===== config.mk =====
export PLATFORM = sky130hd
export DESIGN_NAME = byte_memory_arbiter
export DESIGN_NICKNAME = d
export VERILOG_FILES = /design/src/rtl/byte_memory_pkg.sv /design/src/rtl/rr_arbiter2.sv /design/src/rtl/byte_memory_arbiter.sv
export SDC_FILE = /design/constraint.sdc
export NUM_CORES = 1
export LEC_CHECK = 0
export BUFFER_PORTS_ARGS = -buffer_cell sky130_fd_sc_hd__buf_2
export CAP_MARGIN = 15
export CORE_MARGIN = 2
export CORE_UTILIZATION = 42
export CTS_CLUSTER_SIZE = 8
export DETAILED_ROUTE_END_ITERATION = 10
export PLACE_DENSITY_LB_ADDON = 0.2
export SETUP_SLACK_MARGIN = 0.1
export SLEW_MARGIN = 20
export SYNTH_ARGS = -nofsm -noshare
export SYNTH_HDL_FRONTEND = slang
export SYNTH_SLANG_ARGS = --single-unit

===== constraint.sdc =====
create_clock -name clk -period 2.1 [get_ports clk]
set_clock_uncertainty 0.2 [all_clocks]
set_input_delay 0.525 -clock clk [delete_from_list [all_inputs] [get_ports clk]]
set_output_delay 0.525 -clock clk [all_outputs]
set_load 0.1 [all_outputs]

===== src/rtl/byte_memory_pkg.sv =====
// Shared definitions for the byteMemory front end: bus widths, arbiter
// state encoding and the width helper for the start-timeout counter.
package byte_memory_pkg;

    localparam int MEM_ADDR_SIZE_DEF   = 32;
    localparam int MEM_WORD_SIZE_DEF   = 32;
    localparam int MEM_STROBE_BITS_DEF = 4;
    localparam int BURST_BITS_DEF      = 2;
    localparam int START_TIMEOUT_DEF   = 8;

    // Counter must hold values 0 .. START_TIMEOUT-1; never narrower than 1 bit.
    function automatic int timeout_cnt_width(input int timeout);
        return (timeout > 2) ? $clog2(timeout) : 1;
    endfunction

    localparam int TIMEOUT_CNT_W = timeout_cnt_width(START_TIMEOUT_DEF);

    typedef enum logic [1:0] {
        ST_IDLE  = 2'd0,
        ST_ISSUE = 2'd1,
        ST_WAIT  = 2'd2,
        ST_RESP  = 2'd3
    } arb_state_e;

endpackage


===== src/rtl/rr_arbiter2.sv =====
// Two-way round-robin arbiter: one-hot grant, the port that did not win
// last time has priority when both request.
module rr_arbiter2 (
    input  logic [1:0] valid_i,
    input  logic       last_grant_i,
    output logic [1:0] grant_o
);

    // Contention goes to the port other than last_grant; a lone request wins outright.
    always_comb begin
        grant_o = 2'b00;
        if (valid_i == 2'b11) begin
            grant_o = last_grant_i ? 2'b01 : 2'b10;
        end else begin
            grant_o = valid_i;
        end
    end

endmodule


===== src/rtl/byte_memory_arbiter.sv =====
// Shares one byteMemory between two requesters. A granted request is latched,
// driven onto the memory bus until busy falls, and answered with a single
// response pulse on the port that issued it.
module byte_memory_arbiter
    import byte_memory_pkg::*;
#(
    parameter int MEM_ADDR_SIZE   = MEM_ADDR_SIZE_DEF,
    parameter int MEM_WORD_SIZE   = MEM_WORD_SIZE_DEF,
    parameter int MEM_STROBE_BITS = MEM_STROBE_BITS_DEF,
    parameter int BURST_BITS      = BURST_BITS_DEF,
    parameter int START_TIMEOUT   = START_TIMEOUT_DEF
) (
    input  logic                       clk,
    input  logic                       reset,

    input  logic                       req0Valid,
    output logic                       req0Ready,
    input  logic [MEM_ADDR_SIZE-1:0]   req0Addr,
    input  logic                       req0Wr,
    input  logic [MEM_STROBE_BITS-1:0] req0Strb,
    input  logic [BURST_BITS-1:0]      req0Burst,
    input  logic [MEM_WORD_SIZE-1:0]   req0DataIn,
    output logic                       rsp0Valid,
    output logic [MEM_WORD_SIZE-1:0]   rsp0Data,
    output logic                       rsp0Err,

    input  logic                       req1Valid,
    output logic                       req1Ready,
    input  logic [MEM_ADDR_SIZE-1:0]   req1Addr,
    input  logic                       req1Wr,
    input  logic [MEM_STROBE_BITS-1:0] req1Strb,
    input  logic [BURST_BITS-1:0]      req1Burst,
    input  logic [MEM_WORD_SIZE-1:0]   req1DataIn,
    output logic                       rsp1Valid,
    output logic [MEM_WORD_SIZE-1:0]   rsp1Data,
    output logic                       rsp1Err,

    output logic [MEM_ADDR_SIZE-1:0]   memAddr,
    output logic [MEM_WORD_SIZE-1:0]   memDataIn,
    output logic [MEM_STROBE_BITS-1:0] memStrb,
    output logic                       memWr,
    output logic [BURST_BITS-1:0]      memBurstLen,
    input  logic                       memBusyOut,
    input  logic [MEM_WORD_SIZE-1:0]   memDataOut
);

    localparam int CNT_W = timeout_cnt_width(START_TIMEOUT);
    localparam logic [CNT_W-1:0] CNT_LAST = CNT_W'(START_TIMEOUT - 1);

    // Per-port views of the request buses so the winner can be selected by index.
    logic [1:0]                 req_valid;
    logic [MEM_ADDR_SIZE-1:0]   req_addr  [2];
    logic                       req_wr    [2];
    logic [MEM_STROBE_BITS-1:0] req_strb  [2];
    logic [BURST_BITS-1:0]      req_burst [2];
    logic [MEM_WORD_SIZE-1:0]   req_data  [2];

    assign req_valid    = {req1Valid, req0Valid};
    assign req_addr[0]  = req0Addr;
    assign req_addr[1]  = req1Addr;
    assign req_wr[0]    = req0Wr;
    assign req_wr[1]    = req1Wr;
    assign req_strb[0]  = req0Strb;
    assign req_strb[1]  = req1Strb;
    assign req_burst[0] = req0Burst;
    assign req_burst[1] = req1Burst;
    assign req_data[0]  = req0DataIn;
    assign req_data[1]  = req1DataIn;

    arb_state_e                 state_q, state_d;
    logic                       last_grant_q, last_grant_d;
    logic                       gid_q, gid_d;
    logic [CNT_W-1:0]           cnt_q, cnt_d;
    logic [MEM_ADDR_SIZE-1:0]   mem_addr_q, mem_addr_d;
    logic [MEM_WORD_SIZE-1:0]   mem_wdata_q, mem_wdata_d;
    logic [MEM_STROBE_BITS-1:0] mem_strb_q, mem_strb_d;
    logic                       mem_wr_q, mem_wr_d;
    logic [BURST_BITS-1:0]      mem_burst_q, mem_burst_d;
    logic [MEM_WORD_SIZE-1:0]   rsp_data_q [2];
    logic [MEM_WORD_SIZE-1:0]   rsp_data_d [2];
    logic                       rsp_err_q  [2];
    logic                       rsp_err_d  [2];

    logic [1:0] grant;
    logic       sel;

    rr_arbiter2 u_rr_arbiter2 (
        .valid_i      (req_valid),
        .last_grant_i (last_grant_q),
        .grant_o      (grant)
    );

    assign sel = grant[1];

    // Ready is only offered to the winner while idle, and never while reset is held.
    assign req0Ready = reset && (state_q == ST_IDLE) && grant[0];
    assign req1Ready = reset && (state_q == ST_IDLE) && grant[1];

    assign rsp0Valid = (state_q == ST_RESP) && (gid_q == 1'b0);
    assign rsp1Valid = (state_q == ST_RESP) && (gid_q == 1'b1);
    assign rsp0Data  = rsp_data_q[0];
    assign rsp1Data  = rsp_data_q[1];
    assign rsp0Err   = rsp_err_q[0];
    assign rsp1Err   = rsp_err_q[1];

    // The memory bus registers double as the request latch; only memStrb is
    // cleared when the transaction ends, the rest keep their last values.
    assign memAddr     = mem_addr_q;
    assign memDataIn   = mem_wdata_q;
    assign memStrb     = mem_strb_q;
    assign memWr       = mem_wr_q;
    assign memBurstLen = mem_burst_q;

    // Next-state logic: accept, issue with start timeout, wait for busy to fall, respond.
    always_comb begin
        state_d      = state_q;
        last_grant_d = last_grant_q;
        gid_d        = gid_q;
        cnt_d        = cnt_q;
        mem_addr_d   = mem_addr_q;
        mem_wdata_d  = mem_wdata_q;
        mem_strb_d   = mem_strb_q;
        mem_wr_d     = mem_wr_q;
        mem_burst_d  = mem_burst_q;
        rsp_data_d   = rsp_data_q;
        rsp_err_d    = rsp_err_q;

        case (state_q)
            ST_IDLE: begin
                if (|grant) begin
                    gid_d       = sel;
                    cnt_d       = '0;
                    mem_addr_d  = req_addr[sel];
                    mem_wdata_d = req_data[sel];
                    mem_strb_d  = req_strb[sel];
                    mem_wr_d    = req_wr[sel];
                    mem_burst_d = req_burst[sel];
                    if (req_strb[sel] != '0) begin
                        state_d = ST_ISSUE;
                    end else begin
                        // Empty strobe: nothing to do in memory, answer at once.
                        state_d         = ST_RESP;
                        rsp_data_d[sel] = '0;
                        rsp_err_d[sel]  = 1'b0;
                    end
                end
            end
            ST_ISSUE: begin
                // A busy already high (stale) is treated as the access having started.
                if (memBusyOut) begin
                    state_d = ST_WAIT;
                end else if (cnt_q == CNT_LAST) begin
                    state_d           = ST_RESP;
                    mem_strb_d        = '0;
                    rsp_data_d[gid_q] = '0;
                    rsp_err_d[gid_q]  = 1'b1;
                end else begin
                    cnt_d = cnt_q + 1'b1;
                end
            end
            ST_WAIT: begin
                if (!memBusyOut) begin
                    state_d           = ST_RESP;
                    mem_strb_d        = '0;
                    rsp_data_d[gid_q] = mem_wr_q ? '0 : memDataOut;
                    rsp_err_d[gid_q]  = 1'b0;
                end
            end
            ST_RESP: begin
                last_grant_d = gid_q;
                state_d      = ST_IDLE;
            end
            default: begin
                state_d = ST_IDLE;
            end
        endcase
    end

    // State and datapath registers; reset drops any in-flight request.
    always_ff @(posedge clk or negedge reset) begin
        if (!reset) begin
            state_q      <= ST_IDLE;
            last_grant_q <= 1'b1;
            gid_q        <= 1'b0;
            cnt_q        <= '0;
            mem_addr_q   <= '0;
            mem_wdata_q  <= '0;
            mem_strb_q   <= '0;
            mem_wr_q     <= 1'b0;
            mem_burst_q  <= '0;
            for (int i = 0; i < 2; i++) begin
                rsp_data_q[i] <= '0;
                rsp_err_q[i]  <= 1'b0;
            end
        end else begin
            state_q      <= state_d;
            last_grant_q <= last_grant_d;
            gid_q        <= gid_d;
            cnt_q        <= cnt_d;
            mem_addr_q   <= mem_addr_d;
            mem_wdata_q  <= mem_wdata_d;
            mem_strb_q   <= mem_strb_d;
            mem_wr_q     <= mem_wr_d;
            mem_burst_q  <= mem_burst_d;
            for (int i = 0; i < 2; i++) begin
                rsp_data_q[i] <= rsp_data_d[i];
                rsp_err_q[i]  <= rsp_err_d[i];
            end
        end
    end

endmodule


# [After elaboration in Yosys (flattened, before gate mapping)]
# Index checks and enable logic that the tools add are counted.
[word_totals] reg_bits=144 input_bits=179 output_inout_bits=141 word_cells=113
[classes] add_sub_neg=1 n_lt_le_gt_ge=4 n_eq_ne=12 n_mux=54 n_bitwise=12 n_reduce_logical=17
[ops] cell="64-bit 2-to-1 mux" n=5
[ops] cell="32-bit 2-to-1 mux" n=9
[ops] cell="64-bit one-hot mux with 3 select lines" n=1
[ops] cell="64-bit AND" n=2
[ops] cell="64-bit NOT" n=2
[ops] cell="64-bit bitwise mux" n=1
[ops] cell="32-bit demux with 1-bit select" n=2
[ops] cell="2-bit 2-to-1 mux" n=15
[ops] cell="4-bit 2-to-1 mux" n=7
[ops] cell="4-bit one-hot mux with 3 select lines" n=1
[ops] cell="2-bit != test (second input constant)" n=5
[ops] cell="3-bit 2-to-1 mux" n=3
[ops] cell="2-bit one-hot mux with 4 select lines" n=1
[ops] cell="1-bit logical AND" n=7
[ops] cell="2-bit equality test (second input constant)" n=3
[ops] cell="2-bit one-hot mux with 3 select lines" n=1
[ops] cell="3-bit one-hot mux with 2 select lines" n=1
[ops] cell="6-bit AND reduction" n=1
[ops] cell="1-bit 2-to-1 mux" n=5
[ops] cell="5-bit AND reduction" n=1
[ops] cell="2-bit AND" n=2
[ops] cell="2-bit greater-or-equal comparator (second input constant)" n=2
[ops] cell="2-bit by 1-bit less-than comparator with 1-bit output (second input constant)" n=2
[ops] cell="1-bit NOT with 2-bit output" n=2
[ops] cell="other kinds (17)" n=19

# [Depth between registers and ports, before layout]
# Gate-level depths: netlist of the first run.
[logic_depth] ltp_word=12 mapped_depth=8 mapped_depth_nobuf=6

# [Hierarchy]
# From an unflattened synthesis of the first run, not the netlist that was laid out.
[unflattened] cells_unflattened=573 area_unflattened_um2=6441.2
[modules_own_cells] module="byte_memory_arbiter" n_inst=1 cells_per_inst=570 area_per_inst_um2=6422.4
[modules_own_cells] module="rr_arbiter2" n_inst=1 cells_per_inst=3 area_per_inst_um2=18.8

# [Worst setup path before layout of the first run]
# Ideal clock, no wire load.
[synth_timing] kind="reg2out" startpoint="register state_q[0]" endpoint="output port req0Ready" t_arrival_ns=2.612 t_required_ns=1.375 setup_slack_ns=-1.237 stages_incl_launch_ff=6 path_buffers=1 path_cell_list="dfrtp_1 -> inv_1 -> ha_1 -> clkbuf_1 -> nand3_1 -> a21oi_1"
[synth_between] elab_chain_len=3
[synth_lines] element="from (decl)" line_no="byte_memory_arbiter.sv:70" source="arb_state_e state_q, state_d;"
[synth_lines] element="from (signal assigned)" line_no="byte_memory_arbiter.sv:196" source="state_q <= state_d;"
[synth_lines] element="2-bit logical NOT" line_no="byte_memory_arbiter.sv:96" source="assign req0Ready = reset && (state_q == ST_IDLE) && grant[0];"
[synth_lines] element="1-bit logical AND (2 in a row)" line_no="byte_memory_arbiter.sv:96"
[synth_lines] element="to (decl)" line_no="byte_memory_arbiter.sv:17" source="output logic req0Ready,"
# No other way between the ends.

# [Worst setup path in the final report of the first run]
[layout_timing] startpoint="register state_q[1]" endpoint="register rsp_data_q, in the netlist rsp0Data[20]"
[layout_between] elab_chain_len=3 word_cells_on_any_way=11
[layout_lines] element="2-bit by 1-bit equality test with 1-bit output (tied with other cells)" line_no="byte_memory_arbiter.sv:128" source="case (state_q)"
[layout_lines] element="2-bit != test (no source line) (tied with other cells)"
[layout_lines] element="6-bit AND reduction (no source line)"
[layout_lines] element="to (signal, indexed assignment)" line_no="byte_memory_arbiter.sv:206" source="rsp_data_q[i] <= rsp_data_d[i];"
[layout_lines] element="to (decl)" line_no="byte_memory_arbiter.sv:79" source="logic [MEM_WORD_SIZE-1:0] rsp_data_q [2];"
# Parallel ways exist; a longest one is shown, timed or not.
# A chain may end at the register's enable or synchronous reset.

==> flow_summary.json, run 1 <==
{
  "outcome": "finished, violations left",
  "violations": "setup timing",
  "path_clk_slew_ns": 0.06,
  "yosysTopAreaCell": "dfrtp_1",
  "dr.pass1.iters": 4,
  "wl_met2_um": 11000,
  "finalHoldViolCount": 0,
  "utilization_pct": 66.7,
  "overflow": 0,
  "cp-end-kind": "flop",
  "wire_per_inst_um": 18.9,
  "crit_fanout": 8,
  "synth_seq_cells": 144,
  "fillers": 1166,
  "drive_gt1_share_pct": 49.1,
  "std_cell_rows": 45,
  "die_height_um": 128,
  "maxCapViolCount": 0,
  "htreeDepth": 4,
  "layout_setup_ws_ns": -0.252,
  "tightest_slew_ns": 0.738,
  "grt_max_degree": 145,
  "synthCells": 565,
  "met1_length_um": 8520,
  "synth_nets": 752,
  "grt_pass1_wl_um": 31400,
  "wl_met3_um": 1560,
  "synth_top_area_share_pct": 55.5,
  "io_buffers": 319,
  "totalWireLength_um": 21600,
  "fp.dieW_um": 128,
  "async_reset_ff_share_pct": 100,
  "ioPinCount": 320,
  "vias_per_cell": 5.25,
  "ys_types": 38,
  "slew_headroom_pct": 50.8,
  "synth_top_cells_by_count": "dfrtp_1, nand2_1, o21ai_0",
  "area_growth_pct": 55.9,
  "ys_warn_count": 0,
  "drt_iter0_drc": 364,
  "clkLatencyLatePin_ns": 0.42,
  "clockRootBuffer": "clkbuf_16",
  "highest_layer": "met4",
  "dp_hpwl_um": 14700,
  "finalCritPeriodShare_pct": 112,
  "max_freq_mhz": 425,
  "grt_pass1_vias": 5945,
  "cts_buffer_depth": 2,
  "antenna_found_initial": 2,
  "final.min_clock_period_ns": 2.35,
  "initial_utilization_pct": 42.7,
  "syn_avg_cell_area_sq_um": 11.4,
  "synthTopCellsByArea": "dfrtp_1, mux2i_1, a22o_1",
  "rsz0062_at_grt": "true",
  "via_count": 6009,
  "gp_congestion": 0.840,
  "final_max_slew_viol_count": 0,
  "synth_most_common_cell": "dfrtp_1",
  "startpoint_type": "flop",
  "holdBufCountCts": 0,
  "ys_seq_area_share_pct": 55.9,
  "cts_buffers": 17,
  "hp-class": "in -> async",
  "cp_data_required_time_ns": 2.25,
  "critPathArrivalTime_ns": 2.50,
  "synth_flop_cell": "dfrtp_1",
  "netlist_area_sq_um": 6450,
  "path_class": "reg -> reg",
  "setup_viol": 78,
  "design.core.area_sq_um": 15100,
  "track_usage_pct": 25.0,
  "nets": 1128,
  "postRouteAntennaNets": 0,
  "synth_edf_count": 0,
  "cts_tree": "done",
  "drc": 0,
  "die_area_sq_um": 16400,
  "cts.sinks": 144
}
==> cells by family (layout without fill, tap and decap cells) <==
group                    after synthesis  after routing  share of synthesized area, %
adder cells (fa/ha/maj)                8              8                          1.55
multiplexers                          76             76                          11.9
flip-flops                           144            144                          55.9
buffers and inverters                 48            437                          3.43
other                                  0              2                             0
AND/OR/NAND/NOR                      127            127                          9.18
AO/OA/AOI/OAI                        162            162                          18.0
==> through the flow <==
stage / hold WS, ns / std cells / worst slack [ns] / area (sq um) / TNS [ns]
CTS: 0.107 / 1125 / -0.200 / 9650 / -10.88
detailed placement: 0.266 / 1081 / -0.177 / 8770 / -9.35
finish: 0.0970 / 1144 / -0.252 / 10100 / -12.08
global placement: 0.259 / 1081 / -0.107 / 8770 / -6.09
global route: 0.144 / 1144 / -0.334 / 10100 / -18.71
floorplan: 0.0294 / 565 / -0.0630 / 6590 / -0.0630
==> layout by cell type (no fill, tap or decap), types with 3 or more instances in the layout <==
| cell type | count |
|---|---|
| nor2b_1 | 32 |
| clkbuf_8 | 3 |
| buf_6 | 13 |
| o21ai_0 | 70 |
| buf_16 | 3 |
| clkbuf_16 | 23 |
| ha_1 | 4 |
| clkbuf_4 | 12 |
| dfrtp_1 | 143 |
| mux2i_1 | 72 |
| buf_8 | 5 |
| bufinv_16 | 5 |
| o211ai_1 | 4 |
| inv_1 | 5 |
| buf_4 | 46 |
| clkinv_4 | 3 |
| buf_12 | 13 |
| buf_2 | 299 |
| nor2_1 | 3 |
| nand2_1 | 78 |
| a22o_1 | 64 |
==> flip-flops by register name, indices dropped and copies added, names as in the netlist, 2 cells and up <==
name	cells
rsp1Data	32
memAddr	32
memDataIn	32
memStrb	4
memBurstLen	2
state_q	2
cnt_q	3
rsp0Data	32
==> layer usage <==
metal  up-vias  global-route usage, %
li1       2789                      -
met1      2933                   30.2
met2       247                   41.3
met3        40                   8.64
met4         0                   9.83
met5         -                      0
==> critical path: stages, from the launching register on <==
cell and delay [ns]:
dfrtp_1 0.40, inv_2 0.07, ha_4 0.17, buf_6 0.11, or3b_4 0.24, o2111ai_4 0.11
buf_6 0.15, a2111oi_4 0.32, buf_6 0.20, buf_12 0.15, a22o_1 0.16
==> final cells by class <==
class                           count  area [sq um]  area share [%]
Tap cell                          188           235            2.34
Sequential cell                   144          3600            35.8
Inverter                            8          32.5           0.323
Antenna cell                        2          5.00          0.0498
Timing Repair Buffer              397          2650            26.3
Clock inverter                     12           205            2.04
Multi-Input combinational cell    373          2860            28.5
Clock buffer                       20           467            4.64
==> repair_timing <==
| action | CTS | global route |
|---|---|---|
| pin swaps | 7 | 14 |
| cloned | 2 | 7 |
| endpoints found under the setup margin | 73 | 145 |
| gates resized for setup | 20 | 46 |
| setup buffers | 10 | 10 |
==> worst paths after layout <==
| path | from | end | slack, ns | depth (start not counted) |
|---|---|---|---|---|
| min | reset | rsp1Data[10]$_DFFE_PN0P_ | 0.1 | 2 |
| max | state_q[1]$_DFFE_PN0P_ | rsp0Data[20]$_DFFE_PN0P_ | -0.25 | 10 |
| max in group asynchronous | reset | memDataIn[5]$_DFFE_PN0P_ | 1.11 | 2 |
| min in group clk | req1Addr[26] | memAddr[26]$_DFFE_PN0P_ | 0.19 | 3 |
| max reg2reg | state_q[1]$_DFFE_PN0P_ | rsp0Data[20]$_DFFE_PN0P_ | -0.25 | 10 |
| min reg2reg | memAddr[22]$_DFFE_PN0P_ | memAddr[22]$_DFFE_PN0P_ | 0.27 | 2 |
Power of run 1 is left out: the tool's default activity adds up to more than one toggle a clock period on the data nets, which glitch-free logic cannot reach.
==> run 2: changes to the inputs <==
Settings changed: CORE_ASPECT_RATIO from default to 0.5.
==> flow_summary.json, run 2 (synthesized netlist as in run 1, its figures left out) <==
{
  "final.min_clock_period_ns": 2.30,
  "io_buffers": 319,
  "postRouteAntennaNets": 0,
  "dp_hpwl_um": 13900,
  "drc": 0,
  "maxCapViolCount": 0,
  "dr.pass1.iters": 4,
  "cts.sinks": 144,
  "finalCritPeriodShare_pct": 109,
  "path_clk_slew_ns": 0.07,
  "hp-class": "in -> async",
  "initial_utilization_pct": 43.8,
  "clkLatencyLatePin_ns": 0.41,
  "final_max_slew_viol_count": 0,
  "crit_fanout": 8,
  "track_usage_pct": 23.0,
  "area_growth_pct": 50.7,
  "nets": 1109,
  "drt_iter0_drc": 277,
  "totalWireLength_um": 19600,
  "overflow": 0,
  "gp_congestion": 0.805,
  "setup_viol": 66,
  "slew_headroom_pct": 60.2,
  "tns_ns": -7.22,
  "rsz0062_at_grt": "true",
  "grt_pass1_vias": 5580,
  "wire_per_inst_um": 17.3,
  "finalHoldViolCount": 12,
  "tightest_slew_ns": 0.597,
  "final_cell_mix": "buf_2, dfrtp_1, nand2_1",
  "outcome": "finished, violations left",
  "cts_buffer_depth": 2,
  "drive_gt1_share_pct": 47.9,
  "cp-end-kind": "flop",
  "layout_commonest_cell": "buf_2",
  "clockRootBuffer": "clkbuf_16",
  "fp.dieW_um": 179,
  "htreeDepth": 4,
  "std_cell_rows": 31,
  "grt_pass1_wl_um": 29400,
  "antenna_found_initial": 0,
  "cts_buffers": 17,
  "diodes": 0,
  "cp_data_required_time_ns": 2.24,
  "startpoint_type": "flop",
  "design.core.area_sq_um": 14700,
  "layout_setup_ws_ns": -0.197,
  "vias_per_cell": 5.05,
  "whs_ns": -0.0275,
  "die_area_sq_um": 16400,
  "max_freq_mhz": 435,
  "critPathArrivalTime_ns": 2.44,
  "via_count": 5726,
  "cts_tree": "done",
  "grt_max_degree": 108,
  "dp_slack_ns": -0.185,
  "ioPinCount": 320,
  "path_class": "reg -> reg",
  "die_height_um": 91.6,
  "violations": "hold timing, setup timing"
}
==> run 2: changes by cell type in the layout (fill, tap and decap cells not counted), moves of 4 or more <==
| cell | before | now |
|---|---|---|
| clkbuf_16 | 23 | 19 |
| inv_8 | 0 | 4 |
| buf_2 | 299 | 307 |
| clkbuf_4 | 12 | 6 |
| buf_4 | 46 | 35 |
==> run 2: cell type report <==
type / count / area [sq um]
fill: 1187 / 5020
clock inverter: 15 / 195
multi-input combinational: 373 / 2830
inverter: 8 / 32.5
tap: 198 / 248
timing repair buffer: 378 / 2380
sequential: 144 / 3600
clock buffer: 17 / 425
==> run 2: stage by stage <==
stage	instance area, sq um	utilization (%)	instances
after floorplan	6590	-	565
after global placement	8670	58.8	1079
after detailed placement	8670	58.8	1079
after CTS	9530	64.7	1122
after global routing	9720	65.9	1133
final	9720	65.9	1133
==> run 2: worst paths after layout <==
check	from	endpoint	slack, ns	cells past startpoint
min	reset	memAddr[21]$_DFFE_PN0P_	-0.03	2
min in group clk	req1Addr[13]	memAddr[13]$_DFFE_PN0P_	0.20	3
max in group asynchronous	reset	rsp1Data[22]$_DFFE_PN0P_	1.23	2
max reg2reg	cnt_q[1]$_DFFE_PN0P_	rsp0Data[23]$_DFFE_PN0P_	-0.20	9
max	cnt_q[1]$_DFFE_PN0P_	rsp0Data[23]$_DFFE_PN0P_	-0.20	9
min reg2reg	memDataIn[11]$_DFFE_PN0P_	memDataIn[11]$_DFFE_PN0P_	0.27	2
==> run 2: repair_timing <==
item	CTS	global route
endpoints found under the setup margin	73	83
pin swaps	22	20
buffers inserted	8	8
gates cloned	4	4
hold buffers	0	0
gates resized for setup	28	22
==> run 2: worst max-delay path, cell delays in order, from the launching register on <==
cell	delay, ns
dfrtp_1	0.37
ha_2	0.20
ha_4	0.14
nor2b_4	0.17
o2111ai_4	0.17
buf_6	0.17
a2111oi_4	0.32
buf_6	0.19
clkbuf_16	0.17
a22o_1	0.12
==> run 2: per-layer routing <==
metal	wire length [um]	global-route usage (%)	up-vias	part of all wire [%]
li1	-	-	2741	-
met1	7980	29.5	2734	41
met2	9860	38.7	226	50
met3	1440	6.01	25	7.4
met4	292	6.59	0	1.5
met5	0	0	-	0
Power of run 2 is left out for the same reason.
==> run 3: changes to the inputs <==
Settings changed: CORE_ASPECT_RATIO 0.5 to 0.6.
==> flow_summary.json, run 3 (synthesized netlist as in run 1, its figures left out) <==
{
  "cts_buffers": 17,
  "drive_gt1_share_pct": 48.6,
  "worstRegToRegCells": 9,
  "cp_cell_sequence": "buf_4, buf_4, ha_1, inv_2, o2111ai_4, a2111oi_4, buf_4, bufbuf_16, a22o_1",
  "initial_utilization_pct": 42.4,
  "die_area_sq_um": 16400,
  "place_inst": 1089,
  "std_cell_rows": 35,
  "cp_data_required_time_ns": 2.24,
  "io_buffers": 319,
  "final_max_slew_viol_count": 0,
  "layout_setup_ws_ns": -0.182,
  "violations": "setup timing",
  "crit_top_cell": "buf_4",
  "setup_viol": 72,
  "postRouteAntennaNets": 0,
  "fin_cells": 1146,
  "path_clk_slew_ns": 0.06,
  "outcome": "finished, violations left",
  "cp_slowest_cell": "dfrtp_1",
  "hp-class": "in -> async",
  "register_area_sq_um": 3600,
  "fp.dieW_um": 164,
  "nets": 1115,
  "die_height_um": 100,
  "final_cell_mix": "buf_2, dfrtp_1, nand2_1",
  "maxCapViolCount": 0,
  "grt_pass1_wl_um": 29700,
  "critPathArrivalTime_ns": 2.42,
  "drc": 0,
  "wire_per_inst_um": 17.5,
  "slew_headroom_pct": 55.1,
  "gp_congestion": 0.821,
  "ioPinCount": 320,
  "vias_per_cell": 5.11,
  "track_usage_pct": 23.4,
  "r2r-end": "rsp0Data[12]$_DFFE_PN0P_",
  "multiInputGateArea_sq_um": 2870,
  "clkLatencyLatePin_ns": 0.41,
  "drt_iter0_drc": 319,
  "dpl-instance-area_sq_um": 8720,
  "max_freq_mhz": 438,
  "finalHoldViolCount": 0,
  "area_growth_pct": 51.2,
  "whs_ns": 0.0719,
  "rsz0062_at_grt": "true",
  "design.core.area_sq_um": 15200,
  "final.min_clock_period_ns": 2.28,
  "dp_hpwl_um": 14100,
  "path_class": "reg -> reg",
  "grt_pass1_vias": 5850,
  "overflow": 0,
  "cp-end-kind": "flop",
  "htreeDepth": 4,
  "final_cell_area_sq_um": 9750,
  "totalWireLength_um": 20000,
  "antenna_found_initial": 2,
  "crit_fanout": 8,
  "cts_tree": "done",
  "fillers": 1196,
  "cts_buffer_depth": 2,
  "tightest_slew_ns": 0.673,
  "cpPeakStageDelay_ns": 0.40,
  "clockRootBuffer": "clkbuf_16",
  "grt_max_degree": 101,
  "startpoint_type": "flop",
  "reg2reg_from": "state_q[0]$_DFFE_PN0P_",
  "finalCritPeriodShare_pct": 109,
  "layout_commonest_cell": "buf_2",
  "rrSetupSlack_ns": -0.18,
  "via_count": 5852,
  "cts.sinks": 144,
  "dr.pass1.iters": 5
}
-- run 3: how the worst max path moves through the flow --
stage | start | endpoint | slack [ns] | cells after the start
floorplan | state_q[0]$_DFFE_PN0P_ | req0Ready | -0.06 | 5
global placement | req1Strb[3] | rsp1Data[28]$_DFFE_PN0P_ | -0.12 | 6
detailed placement | req1Strb[3] | rsp0Data[2]$_DFFE_PN0P_ | -0.17 | 6
CTS | state_q[0]$_DFFE_PN0P_ | req0Ready | -0.17 | 6
global route | state_q[0]$_DFFE_PN0P_ | rsp0Data[9]$_DFFE_PN0P_ | -0.23 | 9
finish | state_q[0]$_DFFE_PN0P_ | rsp0Data[12]$_DFFE_PN0P_ | -0.18 | 9
-- run 3: per-stage QoR --
| step | util [%] | setup TNS (ns) | worst slack [ns] |
|---|---|---|---|
| 2_1_floorplan | - | -0.0630 | -0.0630 |
| 3_3_place_gp | 57.4 | -7.01 | -0.119 |
| 3_5_place_dp | 57.4 | -8.66 | -0.167 |
| 4_1_cts | 63.0 | -5.60 | -0.170 |
| 5_1_grt | 64.2 | -11.66 | -0.234 |
| 6_report | 64.2 | -8.30 | -0.182 |
-- run 3: layout make-up --
cell class	instances	area share (%)
diodes	2	0.0513
clock buffers	18	4.50
clock inverters	14	1.46
inverters	8	0.334
multi-input cells	373	29.4
flip-flops and latches	144	37.0
well taps	203	2.60
repair buffers	384	24.7
-- run 3: per-layer routing --
layer | share of wire, % | vias up | global-route usage, %
li1 | - | 2756 | -
met1 | 44 | 2842 | 31.0
met2 | 48 | 220 | 38.8
met3 | 6.1 | 34 | 5.33
met4 | 1.7 | 0 | 7.15
met5 | 0 | - | 0
-- run 3: timing repair --
action / CTS / global route
endpoints found under the setup margin: 72 / 79
resized for setup: 26 / 21
pin swaps: 8 / 16
buffers inserted: 14 / 3
hold buffers: 1 / 0
endpoints found under the hold margin: 20 / 0
gates cloned: 2 / 4
-- run 3: worst max-delay path: cells and delay by family, from the launching register on --
family	cells	cell delay [ns]
flip-flops	1	0.40
buffers and inverters	5	0.86
adder cells (fa/ha/maj)	1	0.20
AO/OA/AOI/OAI	3	0.55
Power of run 3 is left out for the same reason.
